<file path="src/rtl/mixer_pkg.sv">
// Shared definitions for the ternary symbol mixer: level codes, sequencer states
// and the per-channel level resolution helper.
package mixer_pkg;

  localparam logic [1:0] LVL_ZERO = 2'b00;
  localparam logic [1:0] LVL_POS  = 2'b01;
  localparam logic [1:0] LVL_HOLD = 2'b10;
  localparam logic [1:0] LVL_NEG  = 2'b11;

  typedef enum logic [0:0] {
    IDLE   = 1'b0,
    ACTIVE = 1'b1
  } state_t;

  // A HOLD code keeps the channel's previous level; stored levels are never HOLD.
  function automatic logic [1:0] resolve_level(input logic [1:0] code, input logic [1:0] held);
    logic [1:0] lvl;
    case (code)
      LVL_HOLD: lvl = held;
      LVL_ZERO: lvl = LVL_ZERO;
      LVL_POS:  lvl = LVL_POS;
      LVL_NEG:  lvl = LVL_NEG;
      default:  lvl = LVL_ZERO;
    endcase
    return lvl;
  endfunction

endpackage

</file>
<file path="src/rtl/mixer_sym_seq_if.sv">
// Symbol, carrier and mixed-output streams of the symbol-sequenced mixer.
interface mixer_sym_seq_if #(
  parameter int DW  = 18,
  parameter int NCH = 2
);
  logic                sym_valid;
  logic                sym_ready;
  logic [2*NCH-1:0]    sym_data;
  logic                car_valid;
  logic [DW*NCH-1:0]   car_data;
  logic                out_valid;
  logic [DW*NCH-1:0]   out_data;
  logic                out_sym_start;

  modport master (
    output sym_valid, sym_data, car_valid, car_data,
    input  sym_ready, out_valid, out_data, out_sym_start
  );

  modport slave (
    input  sym_valid, sym_data, car_valid, car_data,
    output sym_ready, out_valid, out_data, out_sym_start
  );
endinterface

</file>
<file path="src/rtl/mixer_lane.sv">
// One channel: ternary multiply of a carrier sample by {0,+1,-1} with saturating
// negation, followed by the stage-2 output register.
module mixer_lane
  import mixer_pkg::*;
#(
  parameter int DW = 18
) (
  input  logic          clk,
  input  logic          reset,
  input  logic          load,
  input  logic [DW-1:0] car,
  input  logic [1:0]    lvl,
  output logic [DW-1:0] data
);

  localparam logic [DW-1:0] MIN_VAL = {1'b1, {(DW-1){1'b0}}};
  localparam logic [DW-1:0] MAX_VAL = {1'b0, {(DW-1){1'b1}}};
  localparam logic [DW-1:0] ONE_VAL = {{(DW-1){1'b0}}, 1'b1};

  // The most negative value has no positive twin, so it clips to the maximum.
  function automatic logic [DW-1:0] sat_neg(input logic [DW-1:0] x);
    logic [DW-1:0] r;
    if (x == MIN_VAL) begin
      r = MAX_VAL;
    end else begin
      r = ~x + ONE_VAL;
    end
    return r;
  endfunction

  logic [DW-1:0] prod_s;

  // ternary product
  always_comb begin
    prod_s = {DW{1'b0}};
    case (lvl)
      LVL_POS: prod_s = car;
      LVL_NEG: prod_s = sat_neg(car);
      default: prod_s = {DW{1'b0}};
    endcase
  end

  // stage-2 register
  always_ff @(posedge clk or posedge reset) begin
    if (reset) begin
      data <= {DW{1'b0}};
    end else if (load) begin
      data <= prod_s;
    end
  end

endmodule

</file>
<file path="src/rtl/mixer_sym_seq.sv">
// Multi-channel ternary mixer: sequences symbols over a programmable number of
// carrier samples and mixes each sample through a two-stage pipeline.
module mixer_sym_seq
  import mixer_pkg::*;
#(
  parameter int DW    = 18,
  parameter int NCH   = 2,
  parameter int SPS_W = 8
) (
  input  logic             clk,
  input  logic             reset,
  input  logic             en,
  input  logic [SPS_W-1:0] sps,
  input  logic             clr_underrun,
  output logic             underrun,
  mixer_sym_seq_if.slave   bus
);

  localparam logic [SPS_W-1:0] SPS_ZERO = {SPS_W{1'b0}};
  localparam logic [SPS_W-1:0] SPS_ONE  = {{(SPS_W-1){1'b0}}, 1'b1};

  state_t            state_r, state_s;
  logic [SPS_W-1:0]  cnt_r, sps_lat_r, sps_eff_s;
  logic              started_r, underrun_r;
  logic [2*NCH-1:0]  lvl_r, lvl_next_s, s1_lvl_r;
  logic [DW*NCH-1:0] s1_car_r, out_data_s;
  logic              s1_valid_r, s1_start_r, out_valid_r, out_sym_start_r;
  logic              car_acc_s, last_s, sym_ready_s, load_s, drop_s;

  // handshake decode and next state
  always_comb begin
    car_acc_s   = en & bus.car_valid & (state_r == ACTIVE);
    last_s      = car_acc_s & (cnt_r == (sps_lat_r - SPS_ONE));
    sym_ready_s = en & ((state_r == IDLE) | last_s);
    load_s      = sym_ready_s & bus.sym_valid;
    drop_s      = en & bus.car_valid & (state_r == IDLE);
    sps_eff_s   = (sps == SPS_ZERO) ? SPS_ONE : sps;
    lvl_next_s  = lvl_r;
    for (int k = 0; k < NCH; k++) begin
      lvl_next_s[2*k +: 2] = resolve_level(bus.sym_data[2*k +: 2], lvl_r[2*k +: 2]);
    end
    state_s = state_r;
    case (state_r)
      IDLE: begin
        if (load_s) state_s = ACTIVE;
        else        state_s = IDLE;
      end
      ACTIVE: begin
        if (last_s & ~load_s) state_s = IDLE;
        else                  state_s = ACTIVE;
      end
      default: state_s = IDLE;
    endcase
  end

  // symbol sequencer state; a load on the last sample restarts the count seamlessly
  always_ff @(posedge clk or posedge reset) begin
    if (reset) begin
      state_r    <= IDLE;
      cnt_r      <= SPS_ZERO;
      sps_lat_r  <= SPS_ONE;
      started_r  <= 1'b0;
      lvl_r      <= {(2*NCH){1'b0}};
      underrun_r <= 1'b0;
    end else begin
      state_r <= state_s;
      if (load_s) begin
        lvl_r     <= lvl_next_s;
        sps_lat_r <= sps_eff_s;
        cnt_r     <= SPS_ZERO;
        started_r <= 1'b1;
      end else if (car_acc_s) begin
        cnt_r <= cnt_r + SPS_ONE;
      end
      if (drop_s & started_r) begin
        underrun_r <= 1'b1;
      end else if (clr_underrun) begin
        underrun_r <= 1'b0;
      end
    end
  end

  // stage 1 and the shared stage-2 flags; everything freezes while en is low
  always_ff @(posedge clk or posedge reset) begin
    if (reset) begin
      s1_valid_r      <= 1'b0;
      s1_start_r      <= 1'b0;
      s1_car_r        <= {(DW*NCH){1'b0}};
      s1_lvl_r        <= {(2*NCH){1'b0}};
      out_valid_r     <= 1'b0;
      out_sym_start_r <= 1'b0;
    end else if (en) begin
      s1_valid_r      <= car_acc_s;
      out_valid_r     <= s1_valid_r;
      out_sym_start_r <= s1_valid_r & s1_start_r;
      if (car_acc_s) begin
        s1_car_r   <= bus.car_data;
        s1_lvl_r   <= lvl_r;
        s1_start_r <= (cnt_r == SPS_ZERO);
      end
    end
  end

  for (genvar k = 0; k < NCH; k++) begin : g_lane
    mixer_lane #(.DW(DW)) u_lane (
      .clk   (clk),
      .reset (reset),
      .load  (en & s1_valid_r),
      .car   (s1_car_r[DW*k +: DW]),
      .lvl   (s1_lvl_r[2*k +: 2]),
      .data  (out_data_s[DW*k +: DW])
    );
  end

  assign bus.sym_ready     = sym_ready_s;
  assign bus.out_valid     = out_valid_r;
  assign bus.out_data      = out_data_s;
  assign bus.out_sym_start = out_sym_start_r;
  assign underrun          = underrun_r;

endmodule

</file>
<file path="src/flat_wrapper.sv">
// flat-port wrapper written by rule: the top's interface ports become plain ports
module mixer_sym_seq_flat import mixer_pkg::*;
#(
  parameter int DW    = 18,
  parameter int NCH   = 2,
  parameter int SPS_W = 8
)
  (clk, reset, en, sps, clr_underrun, underrun, bus_sym_valid, bus_sym_data, bus_car_valid, bus_car_data, bus_sym_ready, bus_out_valid, bus_out_data, bus_out_sym_start);
  mixer_sym_seq_if #(.DW(DW), .NCH(NCH)) bus_i ();
  input  logic clk;
  input  logic reset;
  input  logic en;
  input  logic [SPS_W-1:0] sps;
  input  logic clr_underrun;
  output logic underrun;
  input wire logic [$bits(bus_i.sym_valid)-1:0] bus_sym_valid;
  input wire logic [$bits(bus_i.sym_data)-1:0] bus_sym_data;
  input wire logic [$bits(bus_i.car_valid)-1:0] bus_car_valid;
  input wire logic [$bits(bus_i.car_data)-1:0] bus_car_data;
  output wire logic [$bits(bus_i.sym_ready)-1:0] bus_sym_ready;
  output wire logic [$bits(bus_i.out_valid)-1:0] bus_out_valid;
  output wire logic [$bits(bus_i.out_data)-1:0] bus_out_data;
  output wire logic [$bits(bus_i.out_sym_start)-1:0] bus_out_sym_start;
  assign bus_i.sym_valid = bus_sym_valid;
  assign bus_i.sym_data = bus_sym_data;
  assign bus_i.car_valid = bus_car_valid;
  assign bus_i.car_data = bus_car_data;
  assign bus_sym_ready = bus_i.sym_ready;
  assign bus_out_valid = bus_i.out_valid;
  assign bus_out_data = bus_i.out_data;
  assign bus_out_sym_start = bus_i.out_sym_start;
  mixer_sym_seq #(.DW(DW), .NCH(NCH), .SPS_W(SPS_W)) u_core (.clk(clk), .reset(reset), .en(en), .sps(sps), .clr_underrun(clr_underrun), .underrun(underrun), .bus(bus_i));
endmodule
</file>
<file path="config.mk">
export PLATFORM = sky130hd
export DESIGN_NAME = mixer_sym_seq_flat
export DESIGN_NICKNAME = d
export VERILOG_FILES = /design/src/rtl/mixer_pkg.sv /design/src/rtl/mixer_sym_seq_if.sv /design/src/rtl/mixer_lane.sv /design/src/rtl/mixer_sym_seq.sv /design/src/flat_wrapper.sv
export SDC_FILE = /design/constraint.sdc
export NUM_CORES = 1
export LEC_CHECK = 0
export CAP_MARGIN = 20
export CORE_MARGIN = 4
export CORE_UTILIZATION = 40
export CTS_CLUSTER_DIAMETER = 100
export DETAILED_ROUTE_END_ITERATION = 12
export PLACE_DENSITY_LB_ADDON = 0.3
export RECOVER_POWER = 25
export SLEW_MARGIN = 5
export SYNTH_ARGS = -nofsm -noshare
export SYNTH_HDL_FRONTEND = slang
export SYNTH_SLANG_ARGS = --single-unit
</file>
<file path="constraint.sdc">
create_clock -name clk -period 4.3 [get_ports clk]
set_clock_uncertainty 0.15 [all_clocks]
set_input_delay 0.43 -clock clk [delete_from_list [all_inputs] [get_ports clk]]
set_output_delay 0.43 -clock clk [all_outputs]
set_load 0.01 [all_outputs]
</file>
### Yosys cells after proc, flatten, opt, wreduce, memory -nomap -nowiden

Cells that the tools add are included.

* word-level logic and storage cells: 72
* output and inout bits: 40
* input port bits: 54
* flip-flop bits (word level): 103

* bitwise logic cells: 17
* muxes and demuxes: 14
* reduce and logical (&&, ||, !) cells: 9
* add/sub/neg operators: 4
* eq/ne operators: 13

Operators with widths (number)
* one-hot mux 18 bit (2 select lines): 2
* adder 18 x 1 -> 18 bit, second input constant: 2
* equality test 18 bit, second input constant: 2
* two-way mux 18 bit: 2
* inverter 18 bit: 2
* two-way mux 8 bit: 3
* zero test 8 bit: 2
* equality test 2 bit, second input constant: 6
* one-hot mux 2 bit (3 select lines): 2
* bitwise AND 1 bit: 10
* adder 8 x 1 -> 8 bit, second input constant: 1
* equality test 2 x 1 -> 1 bit, second input constant: 4
* equality test 8 bit: 1
* subtractor 8 x 1 -> 8 bit, second input constant: 1
* AND reduction 2 bit: 3
* zero test 2 bit: 2
* two-way mux 1 bit: 4
* inverter 1 bit: 4
* nonzero test 2 bit: 2
* one-hot mux 1 bit (2 select lines): 1
* bitwise OR 1 bit: 1

### Logic depth before layout (Yosys ltp)

* word-level depth: 10
* depth in mapped cells: 10
* depth with buffers taken out: 8

### Modules after synthesis

A second synthesis with hierarchy kept.

* cells, all modules: 630
* area, all modules: 5749.3 µm²

Modules (own cells, without submodules)
* mixer_sym_seq: sequential area each 1677.9 µm², instances 1, cells each 322, area an instance 3041.7 µm²
* mixer_lane: sequential area each 450.4 µm², instances 2, cells each 154, area an instance 1353.8 µm²

### Worst setup path before layout

Ideal clock, no wire load.

* path kind: register to register
* start point: register u_core.sps_lat_r[0]
* end point: register u_core.sps_lat_r[1]
* library setup time: 0.125 ns
* arrival time: 2.490 ns
* slack: 1.535 ns
* required time: 4.025 ns
* stages on the path, launching flop included: 10
* cells stage by stage: dfstp_2 -> inv_1 -> ha_1 -> nor2b_1 -> or3_1 -> a31oi_1 -> nand4_2 -> o31ai_2 -> buf_4 -> mux2_2

* longest elaborated chain between the ends: 6

RTL lines
* from (decl): line mixer_sym_seq.sv:23 `logic [SPS_W-1:0] cnt_r, sps_lat_r, sps_eff_s;`
* from (signal assigned): line mixer_sym_seq.sv:69 `sps_lat_r <= sps_eff_s;`
* subtractor 8 x 1 -> 8 bit: line mixer_sym_seq.sv:33 `last_s = car_acc_s & (cnt_r == (sps_lat_r - SPS_ONE));`
* equality test 8 bit: line mixer_sym_seq.sv:33
* bitwise AND 1 bit: line mixer_sym_seq.sv:33
* bitwise OR 1 bit: line mixer_sym_seq.sv:34 `sym_ready_s = en & ((state_r == IDLE) | last_s);`
* bitwise AND 1 bit: line mixer_sym_seq.sv:34
* bitwise AND 1 bit: line mixer_sym_seq.sv:35 `load_s = sym_ready_s & bus.sym_valid;`

Every way passes these cells.
A chain may end at the register's enable or synchronous reset.

### Worst setup path after layout

* start point: register u_core.sps_lat_r[0]
* end point: output bus_sym_ready

* longest elaborated chain between the ends: 5

RTL lines
* subtractor 8 x 1 -> 8 bit: line mixer_sym_seq.sv:33
* equality test 8 bit: line mixer_sym_seq.sv:33
* bitwise AND 1 bit: line mixer_sym_seq.sv:33
* bitwise OR 1 bit: line mixer_sym_seq.sv:34
* bitwise AND 1 bit: line mixer_sym_seq.sv:34
* to (decl): line flat_wrapper.sv:20 `output wire logic [$bits(bus_i.sym_ready)-1:0] bus_sym_ready;`

Every way passes these cells.

==> flow_summary.toml <==
[critical_path]
rr_endpoint = "u_core.sps_lat_r[1]"
worstPathMaxFanout = 7
r2r_setup_slack_ns = 1.11
cp-end-kind = "output port"
required_ns = 3.72
worstRegToRegCells = 9
reg2reg_from = "u_core.sps_lat_r[0]"
endpoint = "bus_sym_ready"
path_class = "reg -> out"
startpoint_type = "flop"
startpoint = "u_core.sps_lat_r[0]"
arrival_ns = 3.13

[logic_synthesis]
synth_warnings = 0
syn_avg_cell_area_um2 = 8.781
ys.flop_type = "dfrtp_1"
synth-edff-count = 0
syn-cell-area_mm2 = 0.005234
synth-seq-cells = 103
synth_cells = 596
syn_nets = 655
synth-seq-area-share_pct = 49.27
synth_cell_types = 58
async_reset_ff_share_pct = 100.0

[power_and_ir_drop]
leakage_nw = 2.883
peakVddDrop_v = 0.0002676
p_switching_w = 0.001360
clockPowerShare_pct = 21.1
p_int_w = 0.002451
power.density_mw_per_mm2 = 579.1
pwr-share-comb_pct = 35.4
p_sw_share_pct = 35.69
p_seq_share_pct = 43.5

[clocking]
cts_buffers = 9
cts_root_buf = "clkbuf_16"
clock_path_buffers = 2
holdBufCountCts = 0
postCtsSetupBuffers = 0
ctsResizeCount = 0
clock_latency_ns = 0.35
h-tree-depth = 3
clk_pin_slew_ns = 0.06
cts_tree = "built"
cts.sinks = 103

[sta]
min_period_ns = 3.713
relSlewSlack_pct = -1.190
maxSlewViolCount = 30
setup_violations = 0
setup_tns_ns = 0
finalCritPeriodShare_pct = 86.35
fmax_ghz = 0.2693
rsz0062_at_grt = "no"
finalHoldViolations = 0
tightest_slew_ns = 1.518

[route]
routed_wl_um = 12560
vias_per_cell = 5.308
drtIter0Drc = 248
num_vias = 4522
drc_errors = 0
wl_per_cell_um = 14.74
ant_nets = 0
first_pass_iters = 4

[run]
cap_violations = 1

[die]
die_h_um = 122.4
start_util_pct = 41.14
std_cell_rows = 41
io_pins = 94
fp.dieW_um = 122.4
core_mm2 = 0.01272
dieArea_mm2 = 0.01498

[placed_design]
portBuffers = 93
dpl.hpwl_um = 9187
place.gp.congestion = 0.8115

[outcome]
status = "complete, but fails checks"
violations = "capacitance limit, slew limit"

[global_route]
grt_usage_pct = 17.67
grt_start_max_net_pins = 51
grt.overflow.total = 0
grt_pass1_vias = 4498
antenna_found_initial = 0
grt_pass1_wl_um = 21240

[finish]
synthToLayoutAreaGrowth_pct = 25.75
final_util_pct = 51.73
antenna_cells = 0
finalNetCount = 734
drive_above_1_share_pct = 5.735

[hold_path]
hold_class = "reg -> reg"
==> routing by layer <==
layer | wire [µm] | vias to the layer above | track usage, %
met5 | 0 | - | 0
met1 | 5657 | 2173 | 24.08
met2 | 5937 | 125 | 28.07
li1 | - | 2200 | -
met4 | 286 | 0 | 7.418
met3 | 677 | 24 | 2.903
==> cell type report <==
cell class | count | area (µm²)
Inverter | 19 | 72.57
Sequential cell | 103 | 2579
Multi-Input combinational cell | 442 | 2450
Fill cell | 1220 | 6141
Tap cell | 172 | 215.2
Clock buffer | 12 | 246.5
Timing Repair Buffer | 100 | 973.4
Clock inverter | 4 | 45.04
==> metrics by stage <==
step / power, W / worst slack, ns / cell area, µm² / cells / hold slack [ns]
floorplan: 0.002459 / 1.018 / 5234 / 596 / 0.2888
global placement: 0.002972 / 1.024 / 6294 / 835 / 0.3107
detailed placement: 0.003026 / 0.9487 / 6294 / 835 / 0.3148
CTS: 0.003843 / 0.5594 / 6585 / 851 / 0.2813
global route: 0.004098 / 0.3106 / 6581 / 852 / 0.3595
finish: 0.003811 / 0.5869 / 6581 / 852 / 0.3262
==> critical path: stages, from the launching register on <==
cell             delay [ns]
dfstp_2                0.58
inv_1                  0.08
ha_1                   0.28
nor2b_1                0.15
or3_1                  0.35
a31oi_1                0.21
nand4_2                0.18
o21ai_0                0.26
and2_1                 0.16
clkdlybuf4s50_1        0.53
==> cells in the mapped netlist, types with 4 or more instances <==
| library cell | instances | area, µm² |
|---|---|---|
| mux2_2 | 6 | 67.56 |
| a21oi_1 | 33 | 165.2 |
| xor2_1 | 11 | 96.34 |
| a22o_1 | 7 | 61.31 |
| nor2b_1 | 4 | 25.02 |
| ha_1 | 5 | 62.56 |
| or3_1 | 12 | 75.07 |
| dfrtp_1 | 102 | 2552 |
| inv_1 | 19 | 71.32 |
| nor3_1 | 10 | 50.05 |
| a31oi_1 | 11 | 68.82 |
| xnor2_1 | 19 | 166.4 |
| nor4_1 | 5 | 31.28 |
| nand4_1 | 8 | 50.05 |
| and3_1 | 5 | 31.28 |
| o31ai_1 | 10 | 75.07 |
| nor2_1 | 28 | 105.1 |
| nand2_1 | 169 | 634.4 |
| clkbuf_1 | 24 | 90.09 |
| o21a_1 | 5 | 37.54 |
| o21ai_0 | 49 | 245.2 |
==> flip-flops by register name, indices dropped and copies added (netlist names) <==
name and cells:
u_core.bus.out_sym_start 1, u_core.bus.out_valid 1, u_core.cnt_r 8, u_core.g_lane.u_lane.data 36
u_core.lvl_r 4, u_core.s1_car_r 36, u_core.s1_lvl_r 4, u_core.s1_start_r 1
u_core.s1_valid_r 1, u_core.sps_lat_r 8, u_core.started_r 1, u_core.state_r 1
u_core.underrun 1
==> cell families (layout without fill, tap and decap cells) <==
| kind of cell | Yosys count | in the layout | share of synthesized area [%] |
|---|---|---|---|
| compound gates | 134 | 134 | 15.90 |
| flops | 103 | 103 | 49.27 |
| fa+ha+maj | 5 | 5 | 1.195 |
| buf+inv | 51 | 135 | 3.945 |
| simple gates | 265 | 265 | 22.76 |
| mux | 7 | 7 | 1.482 |
| xor+xnor | 31 | 31 | 5.451 |
==> how the worst min path moves through the flow <==
stage / cells after the start / start / endpoint
6_report: 2 / u_core.g_lane[1].u_lane.data[10] / u_core.g_lane[1].u_lane.data[10]
5_1_grt: 2 / u_core.g_lane[1].u_lane.data[15] / u_core.g_lane[1].u_lane.data[15]
4_1_cts: 2 / reset / u_core.s1_car_r[15]
3_5_place_dp: 2 / u_core.g_lane[1].u_lane.data[12] / u_core.g_lane[1].u_lane.data[12]
3_3_place_gp: 2 / u_core.lvl_r[0] / u_core.s1_lvl_r[0]
2_1_floorplan: 2 / u_core.lvl_r[0] / u_core.s1_lvl_r[0]
==> cells in the final DEF (no fill, tap or decap), types with 8 or more instances in the layout <==
cell type and n:
a21oi_1 33, a31oi_1 11, xnor2_1 19, clkdlybuf4s50_1 91, inv_1 18, clkbuf_16 9, nor3_1 10, o21ai_0 49
xor2_1 11, or3_1 12, nor2_1 28, nand4_1 8, nand2_1 169, dfrtp_1 102, o31ai_1 10
==> power by group through the flow <==
stage               combinational, W  sequential (W)  clock [W]
finish                       0.00135         0.00166   0.000806
global placement             0.00132         0.00165          0
detailed placement           0.00136         0.00167          0
floorplan                   0.000883         0.00158          0
CTS                          0.00137         0.00165   0.000823
global route                 0.00152         0.00171   0.000868
No activity file was read; power rests on OpenSTA's default activity.
